`config.mk`:
```
export PLATFORM = sky130hd
export DESIGN_NAME = led_frame_driver
export DESIGN_NICKNAME = d
export VERILOG_FILES = /design/src/rtl/led_frame_driver.sv
export SDC_FILE = /design/constraint.sdc
export NUM_CORES = 1
export LEC_CHECK = 0
export CAP_MARGIN = 20
export CORE_MARGIN = 2
export CORE_UTILIZATION = 50
export DETAILED_ROUTE_END_ITERATION = 10
export HOLD_SLACK_MARGIN = 0.03
export PLACE_DENSITY = 0.71
export SLEW_MARGIN = 0
export SYNTH_ARGS = -nofsm -noshare
export SYNTH_HDL_FRONTEND = slang
export SYNTH_SLANG_ARGS = --single-unit
```
`constraint.sdc`:
```
create_clock -name clk -period 4.4 [get_ports clk]
set_input_delay 0.44 -clock clk [delete_from_list [all_inputs] [get_ports clk]]
set_output_delay 0.44 -clock clk [all_outputs]
set_load 0.02 [all_outputs]
```
`src/rtl/led_frame_driver.sv`:
```
// WS2812B frame driver: walks the 8x8 board, fetches each colour byte, shifts out GRB words.
// LED_DRIVER_SERPENTINE_EN selects serpentine panel addressing (odd rows reversed).
module led_frame_driver #(
    parameter int BIT_CYCLES   = 15,
    parameter int T0H_CYCLES   = 4,
    parameter int T1H_CYCLES   = 8,
    parameter int RESET_CYCLES = 600,
    parameter int GREEN_EN     = 1,
    parameter int RED_EN       = 0,
    parameter int BLUE_EN      = 0
) (
    input  logic       clk,
    input  logic       rst,
    input  logic       start,
    input  logic [7:0] pixel_data,
    output logic [5:0] read_address,
    output logic       write_board_state,
    output logic       writing_board_done,
    output logic       led_out,
    output logic       busy
);

    localparam int CW = $clog2(BIT_CYCLES);
    localparam int LW = $clog2(RESET_CYCLES + 1);
    localparam logic [CW-1:0] CYC_LAST = CW'(BIT_CYCLES - 1);
    localparam logic [LW-1:0] LAT_LAST = LW'(RESET_CYCLES - 1);
    localparam logic [LW-1:0] LAT_PRE  = LW'(RESET_CYCLES - 2);

    typedef enum logic [1:0] {IDLE, FETCH, SEND, LATCH} state_t;

    state_t        state;
    logic [CW-1:0] cyc;
    logic [4:0]    bit_idx;
    logic [23:0]   word;
    logic [5:0]    pix;
    logic          fetch_2nd;
    logic [LW-1:0] lcnt;
    logic [23:0]   new_word;

    function automatic logic [5:0] map_pix(input logic [5:0] p);
`ifdef LED_DRIVER_SERPENTINE_EN
        return p[3] ? {p[5:3], ~p[2:0]} : p;
`else
        return p;
`endif
    endfunction

    // Level of the line at clock c of a bit whose value is b.
    function automatic logic high_at(input logic b, input int c);
        return b ? (c < T1H_CYCLES) : (c < T0H_CYCLES);
    endfunction

    assign new_word = {(GREEN_EN != 0) ? pixel_data : 8'h00,
                       (RED_EN   != 0) ? pixel_data : 8'h00,
                       (BLUE_EN  != 0) ? pixel_data : 8'h00};

    always_ff @(posedge clk) begin
        if (rst) begin
            state              <= IDLE;
            cyc                <= '0;
            bit_idx            <= '0;
            word               <= '0;
            pix                <= '0;
            fetch_2nd          <= 1'b0;
            lcnt               <= '0;
            read_address       <= '0;
            write_board_state  <= 1'b0;
            writing_board_done <= 1'b0;
            led_out            <= 1'b0;
            busy               <= 1'b0;
        end else begin
            writing_board_done <= 1'b0;
            unique case (state)
                IDLE: begin
                    led_out <= 1'b0;
                    busy    <= 1'b0;
                    if (start) begin
                        state        <= FETCH;
                        pix          <= '0;
                        read_address <= map_pix(6'd0);
                        fetch_2nd    <= 1'b0;
                        busy         <= 1'b1;
                    end
                end
                FETCH: begin
                    if (!fetch_2nd) begin
                        fetch_2nd <= 1'b1;
                    end else begin
                        fetch_2nd         <= 1'b0;
                        word              <= new_word;
                        bit_idx           <= 5'd23;
                        cyc               <= '0;
                        led_out           <= high_at(new_word[23], 0);
                        write_board_state <= 1'b1;
                        state             <= SEND;
                    end
                end
                SEND: begin
                    if (cyc != CYC_LAST) begin
                        cyc     <= cyc + CW'(1);
                        led_out <= high_at(word[bit_idx], int'(cyc) + 1);
                    end else begin
                        cyc <= '0;
                        if (bit_idx != 5'd0) begin
                            bit_idx <= bit_idx - 5'd1;
                            led_out <= high_at(word[bit_idx - 5'd1], 0);
                        end else begin
                            led_out           <= 1'b0;
                            write_board_state <= 1'b0;
                            if (pix == 6'd63) begin
                                state              <= LATCH;
                                lcnt               <= '0;
                                writing_board_done <= (RESET_CYCLES == 1);
                            end else begin
                                pix          <= pix + 6'd1;
                                read_address <= map_pix(pix + 6'd1);
                                fetch_2nd    <= 1'b0;
                                state        <= FETCH;
                            end
                        end
                    end
                end
                LATCH: begin
                    led_out <= 1'b0;
                    if (lcnt == LAT_LAST) begin
                        state <= IDLE;
                        busy  <= 1'b0;
                        lcnt  <= '0;
                    end else begin
                        lcnt               <= lcnt + LW'(1);
                        writing_board_done <= (lcnt == LAT_PRE);
                    end
                end
                default: state <= IDLE;
            endcase
        end
    end

endmodule

```
After elaboration in Yosys (flattened, before gate mapping)
Cells that the tools add are included.
Widths: inputs -> output; s select.
- flip-flop bits (word level): 40
- latch bits: 0
- RAM bits: 0
- bits in read-only memories: 0
- word-level logic and storage cells: 96
- memories kept: 0
- add/sub/neg operators: 5
- $mul: 0
- divide/modulo/power cells: 0
- order comparisons: 3
- eq/ne operators: 15
- shifts and indexed selects: 0
- muxes and demuxes: 43
- bitwise gates (word level): 1
- reductions and logical operators: 18
- operators by type and width (kind ; number):
    $mux 10 ; 4
    $mux 6 ; 4
    $eq 10x10->1 const B ; 2
    $pmux 10 s2 ; 1
    $ne 2x2->1 const B ; 8
    $mux 5 ; 3
    $reduce_and 5->1 ; 3
    $mux 1 ; 14
    $mux 2 ; 6
    $pmux 6 s2 ; 1
    $reduce_and 4->1 ; 3
    $add 10x1->10 const B ; 1
    $pmux 5 s2 ; 1
    $mux 4 ; 2
    $pmux 2 s4 ; 1
    $pmux 4 s2 ; 1
    $reduce_bool 2->1 ; 4
    $add 6x1->6 const B ; 1
    $eq 6x6->1 const B ; 1
    $lt 5x6->1 const B ; 1
    $pmux 1 s3 ; 2
    $reduce_and 2->1 ; 3
    $add 4x1->5 const B ; 1
    $bmux 1 s5 ; 1
    14 further kinds ; 16

Depth between registers and ports, before layout
Gate-level depths: netlist (run 1).
- depth after elaboration: 5
- depth in mapped cells: 8
- depth with buffers taken out: 7

Worst setup path before layout (run 1)
Ideal clock, no wire load.
- kind: reg-to-reg
- start point: register bit_idx[0]
- end point: register lcnt[2]
- data arrival time: 1.952 ns
- data required time: 4.272 ns
- slack: 2.320 ns
- cell stages (with the launch flop): 9
- buffers on the path: 1
- clock period less this slack: 2.080 ns
- cell sequence: dfxtp_1 -> inv_1 -> ha_1 -> or4b_4 -> o41ai_2 -> buf_2 -> o21ai_1 -> a22oi_1 -> nor2_1
- word-level cells in the longest chain between the ends: 3
- ends and longest elaborated chain (what ; RTL line ; RTL):
    start: declaration ; 33 ; logic [4:0] bit_idx;
    start signal: assignment ; 105 ; bit_idx <= bit_idx - 5'd1;
    $reduce_bool 5->1 ; 104 ; if (bit_idx != 5'd0) begin
    $ne 2x2->1 (no source line) ; n/a ;
    $reduce_and 4->1 (no source line) ; n/a ;
    end signal: assignment ; 130 ; lcnt <= lcnt + LW'(1);
    end: declaration ; 37 ; logic [LW-1:0] lcnt;
Every way passes these cells.
A chain may end at the register's enable or synchronous reset.

Worst setup path in the final report (run 1)
- start point: register bit_idx[0]
- end point: register lcnt[5]
Same word-level chain as after synthesis.

==> flow_metrics.env, run 1 <==
export IMPL_syn_avg_cell_area_um2=8.04
export IMPL_wl_um=4730
export IMPL_slew_headroom_pct=42.1
export IMPL_via_per_inst=5.91
export IMPL_vias=1985
export IMPL_tightest_slew_ns=0.865
export IMPL_drt_wirelength_per_cell_um=14.1
export IMPL_ios=21
export IMPL_wl_met2_um=2180
export IMPL_finalClockSkew_ns=0.00845
export IMPL_synth_xor_area_share_pct=0.813
export IMPL_synth_ff_type="dfxtp_1"
export IMPL_root_buffer="clkbuf_8"
export IMPL_crit_end="lcnt[5]$_SDFFE_PP0P_"
export IMPL_synth_area_mux_share_pct=3.54
export IMPL_drt_pass1_iter_count=5
export IMPL_clk_pin_slew_ns=0.07
export IMPL_antenna_found_initial=0
export IMPL_wl_met1_um=2220
export IMPL_grt_max_degree=27
export IMPL_outcome="finished, final reports clean"
export IMPL_p_leak_uw=0.000832
export IMPL_nFillCells=386
export IMPL_cellPowerDensity_nw_per_um2=460
export IMPL_clock_sinks=40
export IMPL_yosys_warnings=0
export IMPL_rsz0062_at_grt="no"
export IMPL_nNetsFinal=306
export IMPL_die_h_um=69.6
export IMPL_cp_end_kind="flip-flop"
export IMPL_ir_drop_mv=0.218
export IMPL_netlist_top_cells_area="dfxtp_1 (37%), a21oi_1 (5.8%), ha_1 (5.8%)"
export IMPL_syn_nets=289
export IMPL_synth_top_area_cell="dfxtp_1"
export IMPL_max_clock_path_buffers=2
export IMPL_synthAdderAreaFrac_pct=5.81
export IMPL_yosys_area_top_type_share_pct=37.2
export IMPL_core_um2=4090
export IMPL_max_freq_ghz=0.387
export IMPL_die_x_um=69.6
export IMPL_rr_startpoint="bit_idx[0]$_SDFFE_PP0P_"
export IMPL_rows=23
export IMPL_rr_endpoint="lcnt[5]$_SDFFE_PP0P_"
export IMPL_report_final_slew_viol_count=0
export IMPL_grt_pass1_vias=1868
export IMPL_worstPathMaxFanout=12
export IMPL_grt_overflow=0
export IMPL_synth_compound_area_share_pct=18.9
export IMPL_cts_resized=0
export IMPL_cts_hold_buf=0
export IMPL_area_growth_pct=15.4
export IMPL_worstPathArrival_ns=2.79
export IMPL_highest_layer="met4"
export IMPL_grt_pass1_wl_um=8200
export IMPL_gp_congestion=0.843
export IMPL_synth_edf_count=0
export IMPL_synth_most_common_cell="dfxtp_1"
export IMPL_finalHoldViolCount=0
export IMPL_first_iter_violations=102
export IMPL_multi_input_area_um2=1230
export IMPL_r2r_cells=8
export IMPL_dieArea_um2=4850
export IMPL_synth_top_family_by_area="simple AND/OR/NAND/NOR gates"
export IMPL_hold_path_class="flip-flop to flip-flop"
export IMPL_insertion_delay_ns=0.30
export IMPL_drive_gt1_share_pct=6.29
export IMPL_cts_tree="done"
export IMPL_synth_seq_area_share_pct=37.2
export IMPL_period_share_pct=58.7
export IMPL_drtAntennaViolNets=0
export IMPL_start_util_pct=52.7
export IMPL_synth_simple_area_share_pct=28.2
export IMPL_cts_setup_buffers=0
export IMPL_seqCellArea_um2=801
export IMPL_fin_crit_ns=2.58
export IMPL_reg2reg_slack_ns=1.82
export IMPL_cap_violations=0
export IMPL_synth_seq_cells=40
export IMPL_hpwl_um=3280
export IMPL_tns_ns=0
export IMPL_syn_area_um2=2150
export IMPL_crit_required_ns=4.61
export IMPL_synth_async_reset_ratio_pct=0
export IMPL_crit_type="flip-flop to flip-flop"
export IMPL_syn_inst=268
export IMPL_portBuffers=20
export IMPL_synth_commonest_cells="dfxtp_1 (40), nor2_1 (32), nand2_1 (27)"
export IMPL_htree_levels=2
export IMPL_cts_buffers=5
export IMPL_ys_types=46
export IMPL_antenna_cells=0
export IMPL_met3WireLength_um=232
export IMPL_setup_violations=0
export IMPL_track_usage_pct=20.6
export IMPL_hold_slack_ns=0.458
export IMPL_cp_start_kind="flip-flop"
export IMPL_route_detailed_drc=0
export IMPL_crit_start="bit_idx[0]$_SDFFE_PP0P_"
-- kinds of logic (layout without fill, tap and decap cells) --
logic type | count (synthesis) | after routing
buffers and inverters | 30 | 48
flip-flops | 40 | 40
AO/OA/AOI/OAI | 63 | 63
multiplexers | 5 | 5
AND/OR/NAND/NOR | 118 | 118
adder cells (fa/ha/maj) | 10 | 10
XOR/XNOR | 2 | 2
-- metal layers --
metal	global-route usage (%)	vias up
li1	-	990
met1	25.3	919
met2	34.7	64
met3	5.67	12
met4	6.84	0
met5	0	-
-- cell usage in the layout, fill, tap and decap left out, types with 3 or more instances in the layout --
cell and count:
nand2_1 27, a22oi_1 3, nor3_1 7, nor2_1 32
nand3b_1 4, nand3_1 10, o32ai_1 6, dfxtp_1 40
o21ai_1 10, nand2b_1 6, a211oi_1 3, inv_1 18
nor2b_1 3, and2_1 3, clkbuf_8 5, ha_1 10
a21oi_1 25, or3_1 8, clkdlybuf4s50_1 20, nand4_1 4
o21ai_0 5
-- power breakdown --
part	total, uW	internal (uW)	switching (uW)	leakage (uW)
clock network	299	168	130	0.0000552
registers	450	405	45.3	0.000324
logic	395	165	230	0.000453
total	1140	738	406	0.000832
-- stage by stage --
step                      total power, uW  area [um2]  std cells  util, %  worst slack [ns]
after floorplan                       754        2150        268        -              2.32
after global placement                846        2380        328     58.2              1.87
after detailed placement              851        2380        328     58.2              1.85
after CTS                            1150        2490        336     60.9              1.84
after global routing                 1230        2490        336     60.9              1.58
final                                1140        2490        336     60.9              1.82
-- worst max-delay path: stages (launching register included) --
cell      delay, ns
dfxtp_1        0.33
inv_1          0.09
ha_1           0.20
or4b_4         0.50
o41ai_2        0.34
buf_4          0.22
nor2b_1        0.49
nand4b_1       0.16
a21oi_1        0.15
-- how the worst min path moves through the flow --
stage / to / from / cells past startpoint / slack, ns
after floorplan: word[20]$_SDFFE_PP0P_ / word[20]$_SDFFE_PP0P_ / 2 / 0.43
after global placement: word[16]$_SDFFE_PP0P_ / word[16]$_SDFFE_PP0P_ / 2 / 0.44
after detailed placement: busy$_SDFFE_PP0P_ / busy$_SDFFE_PP0P_ / 2 / 0.45
after CTS: busy$_SDFFE_PP0P_ / busy$_SDFFE_PP0P_ / 2 / 0.46
after global routing: busy$_SDFFE_PP0P_ / busy$_SDFFE_PP0P_ / 2 / 0.48
final: busy$_SDFFE_PP0P_ / busy$_SDFFE_PP0P_ / 2 / 0.46
-- cell type report --
cell class	instances	share of cell area [%]
clock inverters	2	1.41
clock buffers	6	2.92
multi-input cells	198	49.6
well taps	50	2.52
repair buffers	22	8.65
flip-flops and latches	40	32.2
inverters	18	2.72
-- state kept, by name, indices dropped and copies added (netlist names) --
signal / count
lcnt: 10
word: 8
pix: 6
writing_board_done: 1
state: 2
cyc: 4
led_out: 1
fetch_2nd: 1
busy: 1
write_board_state: 1
bit_idx: 5
Note: power is estimated with default switching activity, not from simulation.
==> inputs of run 2 (changes only) <==
==> constraint.sdc (replaced) <==
create_clock -name clk -period 2.5 [get_ports clk]
set_input_delay 0.25 -clock clk [delete_from_list [all_inputs] [get_ports clk]]
set_output_delay 0.25 -clock clk [all_outputs]
set_load 0.02 [all_outputs]
==> run 2 against run 1 <==
Against the previous run:
- combinational power increased by 98%
- clock-buffer cell count increased by 1
- largest cell class unchanged
- highest routed layer unchanged
- fmax increased by 12%
==> flow_metrics.env, run 2 (synthesized netlist as in run 1, its figures left out) <==
export IMPL_outcome="finished, final reports clean"
export IMPL_r2r_cells=7
export IMPL_rr_startpoint="bit_idx[0]$_SDFFE_PP0P_"
export IMPL_dieArea_um2=4850
export IMPL_insertion_delay_ns=0.29
export IMPL_htree_levels=2
export IMPL_start_util_pct=52.7
export IMPL_reg2reg_slack_ns=0.20
export IMPL_cap_violations=0
export IMPL_cts_setup_buffers=0
export IMPL_portBuffers=20
export IMPL_die_h_um=69.6
export IMPL_worst_path_buf_inv=1
export IMPL_setup_violations=0
export IMPL_drive_gt1_share_pct=9.49
export IMPL_antenna_cells=0
export IMPL_cts_tree="done"
export IMPL_nNetsFinal=316
export IMPL_cellPowerDensity_nw_per_um2=786
export IMPL_drt_pass1_iter_count=5
export IMPL_report_final_slew_viol_count=0
export IMPL_placed_cells=338
export IMPL_drtAntennaViolNets=0
export IMPL_crit_family="simple AND/OR/NAND/NOR gates"
export IMPL_ios=21
export IMPL_core_um2=4090
export IMPL_tightest_slew_ns=0.483
export IMPL_crit_required_ns=2.71
export IMPL_crit_type="flip-flop to flip-flop"
export IMPL_route_detailed_drc=0
export IMPL_ir_drop_mv=0.470
export IMPL_track_usage_pct=20.3
export IMPL_drt_wirelength_per_cell_um=13.3
export IMPL_largest_register="lcnt"
export IMPL_rr_endpoint="lcnt[4]$_SDFFE_PP0P_"
export IMPL_p_leak_uw=0.000906
export IMPL_reg_top3="lcnt x10, word x8, pix x6"
export IMPL_cp_depth=7
export IMPL_tns_ns=0
export IMPL_clock_sinks=40
export IMPL_max_stage_delay_ns=0.52
export IMPL_slew_headroom_pct=67.7
export IMPL_worstPathArrival_ns=2.51
export IMPL_final_cells=345
export IMPL_grt_pass1_vias=1898
export IMPL_grt_max_degree=48
export IMPL_fin_crit_ns=2.30
export IMPL_largest_reg_flops=10
export IMPL_clk_pin_slew_ns=0.07
export IMPL_wl_um=4580
export IMPL_die_x_um=69.6
export IMPL_crit_start="bit_idx[0]$_SDFFE_PP0P_"
export IMPL_hold_path_class="flip-flop to flip-flop"
export IMPL_cp_start_kind="flip-flop"
export IMPL_cts_buffers=5
export IMPL_hpwl_um=3250
export IMPL_area_growth_pct=18.9
export IMPL_layout_common_cells="dfxtp_1 (40), nor2_1 (32), nand2_1 (27)"
export IMPL_grt_pass1_wl_um=8200
export IMPL_root_buffer="clkbuf_8"
export IMPL_max_freq_ghz=0.435
export IMPL_rows=23
export IMPL_via_per_inst=5.72
export IMPL_path_cells="inv_1, ha_1, or4b_4, o41ai_4, nand2b_1, or3_1, a21oi_1"
export IMPL_finalHoldViolCount=0
export IMPL_cp_end_kind="flip-flop"
export IMPL_grt_overflow=0
export IMPL_worstPathMaxFanout=4
export IMPL_max_clock_path_buffers=2
export IMPL_vias=1975
export IMPL_mostFrequentLayoutCell="dfxtp_1"
export IMPL_gp_congestion=0.848
export IMPL_period_share_pct=92.0
export IMPL_finalClockSkew_ns=0.00644
export IMPL_first_iter_violations=154
export IMPL_crit_end="lcnt[4]$_SDFFE_PP0P_"
export IMPL_antenna_found_initial=0
export IMPL_rsz0062_at_grt="no"
export IMPL_crit_slowest_cell="or4b_4"
==> run 2: stage by stage <==
step                      hold slack (ns)  area [um2]  utilization (%)  setup WS (ns)  total power, uW
after CTS                           0.458        2550             62.4          0.143             2020
final                               0.456        2560             62.7          0.199             2010
after global routing                0.487        2560             62.7         0.0311             2160
after detailed placement            0.448        2450             60.1          0.167             1560
after global placement              0.441        2450             60.1          0.256             1550
after floorplan                     0.386        2150                -          0.420             1330
==> run 2: how the worst min path moves through the flow <==
stage,startpoint,to,slack [ns],cells past startpoint
floorplan,pixel_data[0],word[16]$_SDFFE_PP0P_,0.39,2
global placement,word[20]$_SDFFE_PP0P_,word[20]$_SDFFE_PP0P_,0.44,2
detailed placement,word[19]$_SDFFE_PP0P_,word[19]$_SDFFE_PP0P_,0.45,2
CTS,word[19]$_SDFFE_PP0P_,word[19]$_SDFFE_PP0P_,0.46,2
global route,word[23]$_SDFFE_PP0P_,word[23]$_SDFFE_PP0P_,0.49,2
finish,word[19]$_SDFFE_PP0P_,word[19]$_SDFFE_PP0P_,0.46,2
==> run 2: area by class of cell <==
| type | count | area, um2 |
|---|---|---|
| Fill cell | 359 | 1520 |
| Tap cell | 50 | 62.6 |
| Clock buffer | 7 | 96.3 |
| Multi-Input combinational cell | 198 | 1240 |
| Sequential cell | 40 | 801 |
| Timing Repair Buffer | 32 | 290 |
| Inverter | 18 | 67.6 |
==> run 2: worst register-to-register path, cell delays in order, from the launching register on <==
cell,delay (ns)
dfxtp_1,0.34
inv_1,0.09
ha_1,0.21
or4b_4,0.52
o41ai_4,0.43
nand2b_1,0.13
or3_1,0.35
a21oi_1,0.15
==> run 2: per-layer routing <==
metal	track usage, %	share of wire [%]
met1	25.3	47
met2	35.1	46
met3	3.92	4.9
met4	6.62	1.5
met5	0	0
==> run 2: what timing repair did <==
item / 4_1_cts / 5_1_grt
resized for setup: 0 / 1
hold buffers: 0 / 0
endpoints found under the setup margin: 0 / 3
==> run 2: power breakdown <==
part           internal [uW]  leakage (uW)  switching, uW
Sequential               712      0.000324           61.6
Combinational            346      0.000532            438
Clock                    246     0.0000503            210
==> inputs of run 3 (changes only) <==
--- a/config.mk
+++ b/config.mk
@@ -6,11 +6,13 @@
 export NUM_CORES = 1
 export LEC_CHECK = 0
 export CAP_MARGIN = 20
+export CELL_PAD_IN_SITES_DETAIL_PLACEMENT = 1
+export CELL_PAD_IN_SITES_GLOBAL_PLACEMENT = 1
 export CORE_MARGIN = 2
-export CORE_UTILIZATION = 50
+export CORE_UTILIZATION = 42
 export DETAILED_ROUTE_END_ITERATION = 10
 export HOLD_SLACK_MARGIN = 0.03
-export PLACE_DENSITY = 0.71
+export PLACE_DENSITY = 0.79
 export SLEW_MARGIN = 0
 export SYNTH_ARGS = -nofsm -noshare
 export SYNTH_HDL_FRONTEND = slang
==> run 3 against run 2 <==
Against the previous run:
- global-route usage rose by 0.70 points
- wire length rose by 22%
- largest power group unchanged
- flip-flop and latch count did not move
- hold slack improved by 0.0098 ns
- critical path depth did not move
==> flow_metrics.env, run 3 (synthesized netlist as in run 1, its figures left out) <==
export IMPL_outcome="finished, final reports clean"
export IMPL_cp_start_kind="flip-flop"
export IMPL_mostFrequentLayoutCell="dfxtp_1"
export IMPL_worstPathMaxFanout=5
export IMPL_rr_startpoint="bit_idx[0]$_SDFFE_PP0P_"
export IMPL_crit_required_ns=2.71
export IMPL_power_uw=2130
export IMPL_finalInstanceArea_um2=2630
export IMPL_start_util_pct=42.7
export IMPL_p_switching_uw=768
export IMPL_antenna_cells=0
export IMPL_tightest_slew_ns=0.780
export IMPL_track_usage_pct=21.0
export IMPL_setup_violations=0
export IMPL_grt_max_degree=22
export IMPL_gp_congestion=0.846
export IMPL_report_final_slew_viol_count=0
export IMPL_crit_start="bit_idx[0]$_SDFFE_PP0P_"
export IMPL_slew_headroom_pct=47.8
export IMPL_clk_pin_slew_ns=0.09
export IMPL_cp_end_kind="flip-flop"
export IMPL_clock_sinks=40
export IMPL_ios=21
export IMPL_tns_ns=0
export IMPL_rsz0062_at_grt="no"
export IMPL_p_leak_uw=0.000945
export IMPL_period_share_pct=88.9
export IMPL_insertion_delay_ns=0.30
export IMPL_cts_tree="done"
export IMPL_grt_overflow=0
export IMPL_nNetsFinal=320
export IMPL_pwr_share_clk_pct=25.1
export IMPL_hold_path_class="flip-flop to flip-flop"
export IMPL_hold_slack_ns=0.465
export IMPL_reg2reg_slack_ns=0.28
export IMPL_die_x_um=75.6
export IMPL_dieArea_um2=5720
export IMPL_die_h_um=75.6
export IMPL_cts_hold_buf=0
export IMPL_crit_end="pix[0]$_SDFFE_PP0P_"
export IMPL_wl_um=5570
export IMPL_finalHoldViolCount=0
export IMPL_cts_buffers=5
export IMPL_hpwl_um=4130
export IMPL_first_iter_violations=80
export IMPL_max_clock_path_buffers=2
export IMPL_cts_resized=0
export IMPL_route_detailed_drc=0
export IMPL_placed_area_um2=2510
export IMPL_area_growth_pct=22.2
export IMPL_layout_common_cells="dfxtp_1 (40), nor2_1 (32), nand2_1 (27)"
export IMPL_crit_type="flip-flop to flip-flop"
export IMPL_rows=26
export IMPL_grt_pass1_wl_um=9230
export IMPL_max_freq_ghz=0.450
export IMPL_fin_crit_ns=2.22
export IMPL_p_comb_share_pct=38.6
export IMPL_ir_drop_mv=0.279
export IMPL_via_per_inst=5.43
export IMPL_rr_endpoint="pix[0]$_SDFFE_PP0P_"
export IMPL_portBuffers=20
export IMPL_internal_power_uw=1360
export IMPL_worstPathArrival_ns=2.43
export IMPL_nFillCells=634
export IMPL_htree_levels=2
export IMPL_r2r_cells=7
export IMPL_p_seq_share_pct=36.4
export IMPL_core_um2=5040
export IMPL_grt_pass1_vias=1970
export IMPL_finalClockSkew_ns=0.00817
export IMPL_largest_register="lcnt"
export IMPL_root_buffer="clkbuf_8"
export IMPL_drt_wirelength_per_cell_um=15.0
export IMPL_p_sw_share_pct=36.0
export IMPL_drive_gt1_share_pct=11.0
export IMPL_largest_reg_flops=10
export IMPL_cap_violations=0
export IMPL_antenna_found_initial=0
export IMPL_reg_top3="lcnt x10, word x8, pix x6"
export IMPL_vias=2010
export IMPL_drt_pass1_iter_count=4
export IMPL_cellPowerDensity_nw_per_um2=810
export IMPL_drtAntennaViolNets=0
export IMPL_cts_setup_buffers=0
run 3: final cells by class:
cell class	instances	area [um2]	area share (%)
multi-input combinational	198	1240	47.3
sequential	40	801	30.4
timing repair buffer	36	320	12.2
tap	70	87.6	3.33
clock buffer	5	68.8	2.61
inverter	18	67.6	2.57
clock inverter	3	42.5	1.62
run 3: worst min path at each step:
stage,startpoint,endpoint,slack (ns),depth (start not counted)
after floorplan,pixel_data[0],word[16]$_SDFFE_PP0P_,0.39,2
after global placement,word[20]$_SDFFE_PP0P_,word[20]$_SDFFE_PP0P_,0.44,2
after detailed placement,word[21]$_SDFFE_PP0P_,word[21]$_SDFFE_PP0P_,0.45,2
after CTS,word[21]$_SDFFE_PP0P_,word[21]$_SDFFE_PP0P_,0.47,2
after global routing,word[19]$_SDFFE_PP0P_,word[19]$_SDFFE_PP0P_,0.49,2
final,word[21]$_SDFFE_PP0P_,word[21]$_SDFFE_PP0P_,0.47,2
run 3: critical path: stages (launching register included):
cell and delay, ns:
dfxtp_1 0.34, inv_1 0.10, ha_1 0.20, or4b_4 0.52
o21ai_2 0.24, nand4_2 0.18, or2_1 0.33, o31ai_1 0.22
run 3: power by group through the flow:
stage	logic, uW	clock network [uW]	registers [uW]
floorplan	525	0	801
global placement	789	0	788
detailed placement	808	0	792
CTS	819	550	777
global route	931	572	787
finish	823	535	775
run 3: stage by stage:
step | worst slack, ns | cells | utilization, %
after floorplan | 0.420 | 268 | -
final | 0.277 | 370 | 52.2
after global routing | 0.0874 | 370 | 52.2
after CTS | 0.0607 | 370 | 52.0
after global placement | 0.225 | 362 | 49.8
after detailed placement | 0.118 | 362 | 49.8
run 3: layer usage:
metal / share of wire, % / up-vias / global-route usage [%]
met5: 0 / - / 0
met4: 0.75 / 0 / 3.70
met3: 3.4 / 5 / 4.37
met2: 49 / 32 / 36.0
met1: 47 / 960 / 27.6
li1: - / 1013 / -
